[config.mk]
export PLATFORM = sky130hd
export DESIGN_NAME = clk_div_prog_flat
export DESIGN_NICKNAME = d
export VERILOG_FILES = /design/src/rtl/clk_div_prog_if.sv /design/src/rtl/clk_div_prog.sv /design/src/flat_wrapper.sv
export SDC_FILE = /design/constraint.sdc
export NUM_CORES = 1
export LEC_CHECK = 0
export ABC_CLOCK_PERIOD_IN_PS = 3100
export CORE_ASPECT_RATIO = 1.2
export CORE_UTILIZATION = 40
export CTS_CLUSTER_DIAMETER = 120
export DETAILED_ROUTE_END_ITERATION = 16
export GPL_ROUTABILITY_DRIVEN = 0
export HOLD_SLACK_MARGIN = 0.03
export SLEW_MARGIN = 20
export SYNTH_ARGS = -nofsm -noshare
export SYNTH_HDL_FRONTEND = slang
export SYNTH_SLANG_ARGS = --single-unit
[constraint.sdc]
create_clock -name clk -period 3.1 [get_ports clk]
set_input_delay 0.62 -clock clk [delete_from_list [all_inputs] [get_ports clk]]
set_output_delay 0.62 -clock clk [all_outputs]
set_load 0.02 [all_outputs]
[src/rtl/clk_div_prog_if.sv]
// ---------------------------------------------------------------------------
// clk_div_prog_if
// Bundles the per-channel control and status lines of the programmable
// clock divider so the block and its users share one port.
//   en      : per-channel run request (level)
//   load    : per-channel one-cycle strobe that captures div_in
//   div_in  : packed divisors, channel i in bits [i*DIV_W +: DIV_W]
//   clk_out : divided clocks, 50 % duty for both even and odd divisors
//   tick    : one-clk pulse at each clk_out rising edge
//   busy    : a loaded divisor is waiting for its period boundary
// The master modport is the controlling side; the slave modport is the
// divider itself.
// ---------------------------------------------------------------------------
interface clk_div_prog_if #(
  parameter int NCH   = 2,
  parameter int DIV_W = 8
);
  logic [NCH-1:0]       en;
  logic [NCH-1:0]       load;
  logic [NCH*DIV_W-1:0] div_in;
  logic [NCH-1:0]       clk_out;
  logic [NCH-1:0]       tick;
  logic [NCH-1:0]       busy;

  modport master (
    output en, load, div_in,
    input  clk_out, tick, busy
  );

  modport slave (
    input  en, load, div_in,
    output clk_out, tick, busy
  );
endinterface

[src/rtl/clk_div_prog.sv]
// ---------------------------------------------------------------------------
// clk_div_prog
// Multi-channel runtime-programmable integer clock divider. Each channel
// divides clk by any D in 2..2^DIV_W-1 with 50 % duty. Even D uses only a
// posedge register; odd D ORs in a copy delayed by half a cycle on the
// negedge to stretch the high phase by exactly half a clk period.
// Divisor changes and enable/disable only take effect at period boundaries,
// so clk_out never produces a runt pulse.
// Ports:
//   clk : source clock (posedge counters, negedge half-cycle stretcher)
//   rst : asynchronous active-high reset
//   bus : clk_div_prog_if slave modport (en, load, div_in in;
//         clk_out, tick, busy out)
// ---------------------------------------------------------------------------
module clk_div_prog #(
  parameter int NCH     = 2,
  parameter int DIV_W   = 8,
  parameter int RST_DIV = 2
) (
  input  logic               clk,
  input  logic               rst,
  clk_div_prog_if.slave      bus
);

  localparam logic [DIV_W-1:0] ONE     = DIV_W'(1);
  localparam logic [DIV_W-1:0] TWO     = DIV_W'(2);
  localparam logic [DIV_W-1:0] RST_VAL = DIV_W'(RST_DIV);

  typedef enum logic {
    ST_IDLE = 1'b0,
    ST_RUN  = 1'b1
  } state_t;

  logic [NCH-1:0] clk_out_w;
  logic [NCH-1:0] tick_w;
  logic [NCH-1:0] busy_w;

  for (genvar i = 0; i < NCH; i++) begin : g_ch
    state_t           state_q, state_d;
    logic [DIV_W-1:0] cnt_q, cnt_d;
    logic [DIV_W-1:0] div_act_q, div_act_d;
    logic [DIV_W-1:0] div_pend_q, div_pend_d;
    logic             pend_v_q, pend_v_d;
    logic             p_q, p_d;
    logic             tick_q, tick_d;
    logic             n_q;

    logic [DIV_W-1:0] div_slice;
    logic [DIV_W-1:0] last_cnt;
    logic [DIV_W-1:0] cnt_inc;
    logic [DIV_W-1:0] d_eff;
    logic [DIV_W-1:0] h_eff;
    logic             at_boundary;
    logic             apply;
    logic             legal;

    assign div_slice = bus.div_in[i*DIV_W +: DIV_W];

    // The divisor that governs the next period: a pending one is taken
    // either immediately when the channel is stopped, or at the last
    // cycle of the running period. The pending value used is the one
    // already registered, so a load in the boundary cycle waits a period.
    always_comb begin
      last_cnt    = div_act_q - ONE;
      cnt_inc     = cnt_q + ONE;
      at_boundary = (state_q == ST_RUN) && (cnt_q == last_cnt);
      apply       = pend_v_q && ((state_q == ST_IDLE) || at_boundary);
      d_eff       = apply ? div_pend_q : div_act_q;
      h_eff       = d_eff >> 1;
      legal       = (d_eff >= TWO);
    end

    // Next-state logic. p is high for the first floor(D/2) counts of the
    // period; the period always ends with p low, which is what makes the
    // odd/even output select safe to change at a boundary.
    always_comb begin
      state_d    = state_q;
      cnt_d      = cnt_q;
      div_act_d  = d_eff;
      div_pend_d = div_pend_q;
      pend_v_d   = pend_v_q & ~apply;
      p_d        = 1'b0;
      tick_d     = 1'b0;

      if (bus.load[i]) begin
        div_pend_d = div_slice;
        pend_v_d   = 1'b1;
      end

      case (state_q)
        ST_IDLE: begin
          cnt_d = '0;
          if (bus.en[i] && legal) begin
            state_d = ST_RUN;
            p_d     = 1'b1;
            tick_d  = 1'b1;
          end
        end
        ST_RUN: begin
          if (at_boundary) begin
            cnt_d = '0;
            if (!bus.en[i] || !legal) begin
              state_d = ST_IDLE;
            end else begin
              p_d    = 1'b1;
              tick_d = 1'b1;
            end
          end else begin
            cnt_d = cnt_inc;
            p_d   = (cnt_inc < h_eff);
          end
        end
        default: begin
          state_d = ST_IDLE;
          cnt_d   = '0;
        end
      endcase
    end

    // Posedge state register.
    always_ff @(posedge clk or posedge rst) begin
      if (rst) begin
        state_q    <= ST_IDLE;
        cnt_q      <= '0;
        div_act_q  <= RST_VAL;
        div_pend_q <= '0;
        pend_v_q   <= 1'b0;
        p_q        <= 1'b0;
        tick_q     <= 1'b0;
      end else begin
        state_q    <= state_d;
        cnt_q      <= cnt_d;
        div_act_q  <= div_act_d;
        div_pend_q <= div_pend_d;
        pend_v_q   <= pend_v_d;
        p_q        <= p_d;
        tick_q     <= tick_d;
      end
    end

    // Half-cycle delayed copy of p used to stretch odd-divisor high phases.
    always_ff @(negedge clk or posedge rst) begin
      if (rst) begin
        n_q <= 1'b0;
      end else begin
        n_q <= p_q;
      end
    end

    assign clk_out_w[i] = div_act_q[0] ? (p_q | n_q) : p_q;
    assign tick_w[i]    = tick_q;
    assign busy_w[i]    = pend_v_q;
  end

  assign bus.clk_out = clk_out_w;
  assign bus.tick    = tick_w;
  assign bus.busy    = busy_w;

endmodule

[src/flat_wrapper.sv]
// flat-port wrapper written by rule: the top's interface ports become plain ports
module clk_div_prog_flat 
#(
  parameter int NCH     = 2,
  parameter int DIV_W   = 8,
  parameter int RST_DIV = 2
)
  (clk, rst, bus_en, bus_load, bus_div_in, bus_clk_out, bus_tick, bus_busy);
  clk_div_prog_if #(.NCH(NCH), .DIV_W(DIV_W)) bus_i ();
  input  logic clk;
  input  logic rst;
  input wire logic [$bits(bus_i.en)-1:0] bus_en;
  input wire logic [$bits(bus_i.load)-1:0] bus_load;
  input wire logic [$bits(bus_i.div_in)-1:0] bus_div_in;
  output wire logic [$bits(bus_i.clk_out)-1:0] bus_clk_out;
  output wire logic [$bits(bus_i.tick)-1:0] bus_tick;
  output wire logic [$bits(bus_i.busy)-1:0] bus_busy;
  assign bus_i.en = bus_en;
  assign bus_i.load = bus_load;
  assign bus_i.div_in = bus_div_in;
  assign bus_clk_out = bus_i.clk_out;
  assign bus_tick = bus_i.tick;
  assign bus_busy = bus_i.busy;
  clk_div_prog #(.NCH(NCH), .DIV_W(DIV_W), .RST_DIV(RST_DIV)) u_core (.clk(clk), .rst(rst), .bus(bus_i));
endmodule
==> metrics.yaml, run 1 <==
hold_violations: 0
pin_count: 28
dpl.hpwl_mm: 5.10
required_ns: 3.36
mostFrequentLayoutCell: "dfrtp_1"
die_area_um2: 8420
fin_skew_ns: 0.0162
holdPathEnd: "u_core.g_ch[1].div_act_q[0]$_DFF_PP0_"
grt_remaining_overflow: 0
cts_buffers: 9
grt_max_degree: 31
maxSlewHeadroom: 0.723
syn2layout_area_growth_pct: 22.0
cp_max_fo: 4
leakagePower_nw: 1.81
core_um2: 7750
synth_fp_nets: 317
hold_path_depth: 1
endpoint_kind: "flip-flop"
start_util: 0.415
reg2reg_depth: 15
final_layout_size_suffix_gt1_frac: 0.272
setup_violations: 3
rrSetupSlack_ns: -0.04
finalSetupTns_ns: -0.0533
holdWs_ns: 0.513
die_h_um: 100
max_cap_viol_count: 0
seq_area_frac_synth: 0.451
grt_setup_unrepaired: "yes"
synth_ff_type: "dfrtp_1"
cts.clk_slew.worst_paths_ns: 0.06
period_needed_ns: 3.14
routed_wl_mm: 6.82
violations: "DRC, setup timing"
max_freq_mhz: 318
path_class: "reg2reg"
syn_avg_cell_area_um2: 11.5
n_fill_cell: 724
cts_max_level: 3
dr.pass1.iters: 10
post_drt_wl_per_cell_um: 16.0
routed_via_density: 5.30
crit_arrival_ns: 3.40
vias: 2258
preCtsSetupSlack_ns: -0.146
cts_root_buf: "clkbuf_8"
grt_pass1_wl_mm: 11.7
grt_usage: 0.186
seqCellArea_um2: 1450
p_per_area_nw_per_um2: 721
synthCells: 281
die_w_um: 83.9
crit_path_start_kind: "flip-flop"
ys_types: 43
status: "complete, but fails checks"
async_flop_share: 1.00
min_from: "u_core.g_ch[1].div_pend_q[0]$_DFFE_PP0P_"
final.period_utilization: 1.01
worst_slack_ns: -0.0426
rr_startpoint: "u_core.g_ch[0].div_act_q[1]$_DFF_PP1_"
ys.warnings.count: 0
irDropWorstVdd_v: 0.000343
synth_edf_count: 0
fin_nets: 365
io_buffers: 27
dp_cells: 405
cts.path.max_buffers: 2
cts_sinks: 58
slew_violations: 0
rr_endpoint: "u_core.g_ch[0].p_q$_DFF_PP0_"
rows: 35
max_slew.worst_pin.slew_ns: 0.415
synth_seq_cells: 58
tritoncts: "built"
min_path_type: "reg2reg"
postCtsHoldBufs: 0
layout_common_cells: "dfrtp_1, mux2_2, xnor2_1, clkdlybuf4s50_1, buf_4"
drt_iter0_drc: 53
grt_pass1_vias: 2379
clock_latency_ns: 0.34
ant_nets: 0
drc: 3
antenna_found_initial: 0
synth.cell_area_um2: 3220
layoutNonFillerInstCount: 426
antenna_cells: 0
multiInputGateArea_um2: 1700
==> worst max path at each step <==
stage                                                      from                           end  slack (ns)  cells past startpoint
after floorplan           u_core.g_ch[0].div_act_q[1]$_DFF_PP1_  u_core.g_ch[0].p_q$_DFF_PP0_       -0.02                     16
after global placement             u_core.g_ch[1].n_q$_DFF_NP0_                bus_clk_out[1]       -0.13                      2
after detailed placement           u_core.g_ch[0].n_q$_DFF_NP0_                bus_clk_out[0]       -0.15                      2
after CTS                          u_core.g_ch[0].n_q$_DFF_NP0_                bus_clk_out[0]       -0.03                      2
after global routing      u_core.g_ch[0].div_act_q[1]$_DFF_PP1_  u_core.g_ch[0].p_q$_DFF_PP0_       -0.24                     15
final                     u_core.g_ch[0].div_act_q[1]$_DFF_PP1_  u_core.g_ch[0].p_q$_DFF_PP0_       -0.04                     15
==> cells in the mapped netlist, types with 6 or more instances <==
library cell  count  area share
a21oi_1           7       0.011
and2_1           13       0.025
clkbuf_1          6      0.0070
dfrtp_1          54        0.42
ha_1             14       0.054
inv_1             7      0.0082
mux2_2           27       0.094
mux2i_1          10       0.031
nand2_1          14       0.016
nand3_1          13       0.020
nor2_1            8      0.0093
nor4_1            7       0.014
xnor2_1          25       0.068
xor2_1            9       0.024
==> state kept, by name, indices dropped and copies added, names as in the netlist <==
signal / cells
u_core.g_ch.pend_v_q: 2
u_core.g_ch.n_q: 2
u_core.g_ch.state_q: 2
u_core.g_ch.cnt_q: 16
u_core.g_ch.div_pend_q: 16
u_core.g_ch.tick_q: 2
u_core.g_ch.div_act_q: 16
u_core.g_ch.p_q: 2
==> kinds of logic (layout without fill, tap and decap cells) <==
logic type	Yosys count	after routing	synth area share
multiplexers	42	42	0.149
AND/OR/NAND/NOR	79	79	0.138
AO/OA/AOI/OAI	31	31	0.0754
buffers and inverters	22	75	0.0369
flip-flops	58	58	0.451
XOR/XNOR	34	34	0.0925
adder cells (fa/ha/maj)	15	15	0.0575
==> layer usage <==
metal  GRT usage  wire, um  up-vias  share of wire
met4      0.0902       177        0          0.026
met5           0         0        -              0
met3      0.0502       222       15          0.033
met2       0.329      3580       36           0.52
li1            -         -     1082              -
met1       0.207      2840     1125           0.42
==> power by group <==
group | total [mW] | internal [mW] | switching (mW)
Combinational | 1.15 | 0.622 | 0.524
Clock | 0.621 | 0.330 | 0.291
Sequential | 1.06 | 0.903 | 0.161
==> critical path: stages, from the launching register on <==
cell and delay, ns:
dfstp_2 0.54, inv_2 0.04, ha_4 0.15, xnor2_1 0.12, a211o_1 0.31, nor4b_2 0.25
a41oi_2 0.17, nand2b_4 0.19, mux2i_2 0.16, ha_1 0.32, a211o_1 0.32, a21oi_2 0.11
o21ai_1 0.07, o211ai_1 0.08, nand4b_1 0.12, o21ai_1 0.09
==> final cells by class <==
type | instances | area share
multi-input combinational | 201 | 0.432
timing repair buffer | 52 | 0.117
clock inverter | 3 | 0.00382
sequential | 58 | 0.370
clock buffer | 13 | 0.0404
tap | 92 | 0.0293
inverter | 7 | 0.00764
==> per-stage QoR <==
stage | utilization | power (mW) | area (um^2)
final | 0.507 | 2.83 | 3930
after global routing | 0.507 | 3.05 | 3930
after CTS | 0.504 | 2.85 | 3910
after detailed placement | 0.477 | 2.17 | 3690
after global placement | 0.477 | 2.13 | 3690
after floorplan | - | 1.86 | 3260
==> repair_timing <==
item                                    4_1_cts  5_1_grt
pin swaps                                     9        7
endpoints found under the setup margin        3        4
resized for setup                            14        5
setup buffers                                 4        1
Note: power is estimated with default switching activity, not from simulation.
==> inputs of run 2 (changes only) <==
--- a/config.mk
+++ b/config.mk
@@ -6,11 +6,12 @@
 export NUM_CORES = 1
 export LEC_CHECK = 0
 export ABC_CLOCK_PERIOD_IN_PS = 3100
-export CORE_ASPECT_RATIO = 1.2
+export CORE_ASPECT_RATIO = 1.5
 export CORE_UTILIZATION = 40
 export CTS_CLUSTER_DIAMETER = 120
 export DETAILED_ROUTE_END_ITERATION = 16
 export GPL_ROUTABILITY_DRIVEN = 0
+export GPL_TIMING_DRIVEN = 0
 export HOLD_SLACK_MARGIN = 0.03
 export SLEW_MARGIN = 20
 export SYNTH_ARGS = -nofsm -noshare
==> metrics.yaml, run 2 (synthesis results as in run 1) <==
status: "complete, but fails checks"  # unchanged
violations: "setup timing"  # was DRC, setup timing
syn2layout_area_growth_pct: 30.0  # was 22.0%
fin_area_um2: 4190  # was 3930 um^2
cts.path.max_buffers: 2  # unchanged
max_cap_viol_count: 0  # unchanged
grt_remaining_overflow: 0  # unchanged
hold_violations: 0  # unchanged
cts_max_level: 3  # unchanged
cts.clk_slew.worst_paths_ns: 0.05  # was 0.06 ns
endpoint: "u_core.g_ch[1].p_q$_DFF_PP0_"  # was u_core.g_ch[0].p_q$_DFF_PP0_
die_h_um: 112  # was 100 um
path_cells: "inv_2 -> ha_4 -> xor2_1 -> o211a_1 -> o211ai_2 -> o41ai_4 -> nand2_2 -> buf_12 -> mux2i_4 -> ha_4 -> a211o_1 -> a21oi_1 -> o21ai_1 -> o211ai_1 -> nand4b_1 -> o21ai_1"  # was inv_2 -> ha_4 -> xnor2_1 -> a211o_1 -> nor4b_2 -> a41oi_2 -> nand2b_4 -> mux2i_2 -> ha_1 -> a211o_1 -> a21oi_2 -> o21ai_1 -> o211ai_1 -> nand4b_1 -> o21ai_1
slew_violations: 0  # unchanged
grt_usage: 0.184  # was 0.186
routed_wl_mm: 6.87  # was 6.82 mm
period_needed_ns: 3.19  # was 3.14 ns
pin_count: 28  # unchanged
irDropWorstVdd_v: 0.000504  # was 0.000343 V
rows: 39  # was 35
top_regs: "u_core.g_ch.cnt_q (16), u_core.g_ch.div_act_q (16), u_core.g_ch.div_pend_q (16)"  # unchanged
drc: 0  # was 3
cp_slowest_stage_delay_ns: 0.56  # was 0.54 ns
io_buffers: 25  # was 27
routed_via_density: 5.17  # was 5.30
start_util: 0.418  # was 0.415
die_area_um2: 8420  # about the same
cts_buffers: 9  # unchanged
layout_common_cells: "dfrtp_1, mux2_2, xnor2_1"  # was dfrtp_1, mux2_2, xnor2_1, clkdlybuf4s50_1, buf_4
grt_pass1_wl_mm: 11.3  # was 11.7 mm
wl_met1_mm: 2.61  # was 2.84 mm
die_w_um: 75.3  # was 83.9 um
crit_path_start_kind: "flip-flop"  # unchanged
antenna_found_initial: 0  # unchanged
required_ns: 3.35  # was 3.36 ns
grt_max_degree: 33  # was 31
slowest_stage: "dfstp_2"  # unchanged
min_path_type: "reg2reg"  # unchanged
post_drt_wl_per_cell_um: 15.6  # was 16.0 um
final.period_utilization: 1.03  # was 1.01
rr_startpoint: "u_core.g_ch[1].div_act_q[1]$_DFF_PP1_"  # was u_core.g_ch[0].div_act_q[1]$_DFF_PP1_
worst_slack_ns: -0.0901  # was -0.0426 ns
crit_arrival_ns: 3.44  # was 3.40 ns
rrSetupSlack_ns: -0.09  # was -0.04 ns
startpoint: "u_core.g_ch[1].div_act_q[1]$_DFF_PP1_"  # was u_core.g_ch[0].div_act_q[1]$_DFF_PP1_
grt_setup_unrepaired: "yes"  # unchanged
path_class: "reg2reg"  # unchanged
rr_endpoint: "u_core.g_ch[1].p_q$_DFF_PP0_"  # was u_core.g_ch[0].p_q$_DFF_PP0_
mostFrequentLayoutCell: "dfrtp_1"  # unchanged
core_um2: 7710  # was 7750 um^2
max_freq_mhz: 313  # was 318 MHz
finalSetupTns_ns: -0.127  # was -0.0533 ns
p_per_area_nw_per_um2: 802  # was 721 nW/um^2
tritoncts: "built"  # unchanged
leakagePower_nw: 1.90  # was 1.81 nW
maxSlewHeadroom: 0.597  # was 0.723
drt_iter0_drc: 98  # was 53
postCtsHoldBufs: 0  # unchanged
wl_met2_mm: 3.87  # was 3.58 mm
reg2reg_depth: 16  # was 15
vias: 2274  # was 2,258
cp_max_fo: 5  # was 4
dr.pass1.iters: 4  # was 10
top_layer_used: "met4"  # unchanged
grt_pass1_vias: 2365  # was 2,379
cts_root_buf: "clkbuf_16"  # was clkbuf_8
ant_nets: 0  # unchanged
met3_length_um: 184  # was 222 um
fin_skew_ns: 0.00830  # was 0.0162 ns
endpoint_kind: "flip-flop"  # unchanged
final_layout_size_suffix_gt1_frac: 0.293  # was 0.272
placed_area_um2: 3660  # was 3690 um^2
max_slew.worst_pin.slew_ns: 0.604  # was 0.415 ns
clock_latency_ns: 0.33  # was 0.34 ns
cts_sinks: 58  # unchanged
setup_violations: 3  # unchanged
dpl.hpwl_mm: 5.03  # was 5.10 mm
fin_nets: 369  # was 365
antenna_cells: 0  # unchanged
==> run 2: changes by cell type in the layout (fill, tap and decap cells not counted), sizes merged <==
cell           change
clkbuf             +4
bufinv             +3
clkdlybuf4s50      -2
clkinv             -1
==> run 2: worst min path at each step <==
stage                                                  start                               endpoint  slack (ns)  depth (start not counted)
finish              u_core.g_ch[0].div_pend_q[0]$_DFFE_PP0P_  u_core.g_ch[0].div_act_q[0]$_DFF_PP0_        0.50                          1
floorplan           u_core.g_ch[1].div_pend_q[0]$_DFFE_PP0P_  u_core.g_ch[1].div_act_q[0]$_DFF_PP0_        0.48                          1
detailed placement  u_core.g_ch[1].div_pend_q[0]$_DFFE_PP0P_  u_core.g_ch[1].div_act_q[0]$_DFF_PP0_        0.51                          1
global placement    u_core.g_ch[1].div_pend_q[0]$_DFFE_PP0P_  u_core.g_ch[1].div_act_q[0]$_DFF_PP0_        0.49                          1
global route        u_core.g_ch[0].div_pend_q[0]$_DFFE_PP0P_  u_core.g_ch[0].div_act_q[0]$_DFF_PP0_        0.53                          1
CTS                 u_core.g_ch[0].div_pend_q[0]$_DFFE_PP0P_  u_core.g_ch[0].div_act_q[0]$_DFF_PP0_        0.51                          1
==> run 2: per-layer routing <==
layer  GRT usage  up-vias
met3      0.0425       19
met1       0.192     1122
li1            -     1090
met4      0.0914        0
met2       0.331       43
met5           0        -
==> run 2: power by group <==
part / switching [mW] / internal, mW / leakage, nW
clock: 0.335 / 0.825 / 0.176
combinational: 0.513 / 0.616 / 1.02
sequential: 0.164 / 0.905 / 0.698
==> run 2: cell type report <==
type / count / area (um^2)
Fill cell: 679 / 3520
Clock inverter: 5 / 100
Sequential cell: 58 / 1460
Timing Repair Buffer: 42 / 393
Tap cell: 102 / 128
Multi-Input combinational cell: 201 / 1730
Buffer: 14 / 93.8
Clock buffer: 11 / 253
Inverter: 7 / 30.0
==> run 2: through the flow <==
step	std cells	hold slack, ns	setup slack (ns)	total power [mW]	utilization
global route	440	0.526	-0.247	3.56	0.543
floorplan	281	0.477	-0.0194	1.86	-
CTS	438	0.514	-0.195	3.35	0.537
global placement	408	0.487	-0.461	2.09	0.472
finish	440	0.505	-0.0901	3.36	0.543
detailed placement	409	0.506	-0.525	2.12	0.474
==> run 2: worst max-delay path, delay by kind of cell, from the launching register on <==
kind	cells	cell delay, ns
AO/OA/AOI/OAI	8	1.30
flip-flops	1	0.56
adder cells (fa/ha/maj)	2	0.47
AND/OR/NAND/NOR	2	0.25
buffers and inverters	2	0.21
multiplexers	1	0.18
XOR/XNOR	1	0.14
==> run 2: timing repair <==
item	in CTS	in global routing
pin swaps	12	4
resized for setup	21	6
setup buffers	14	2
endpoints found under the setup margin	4	4
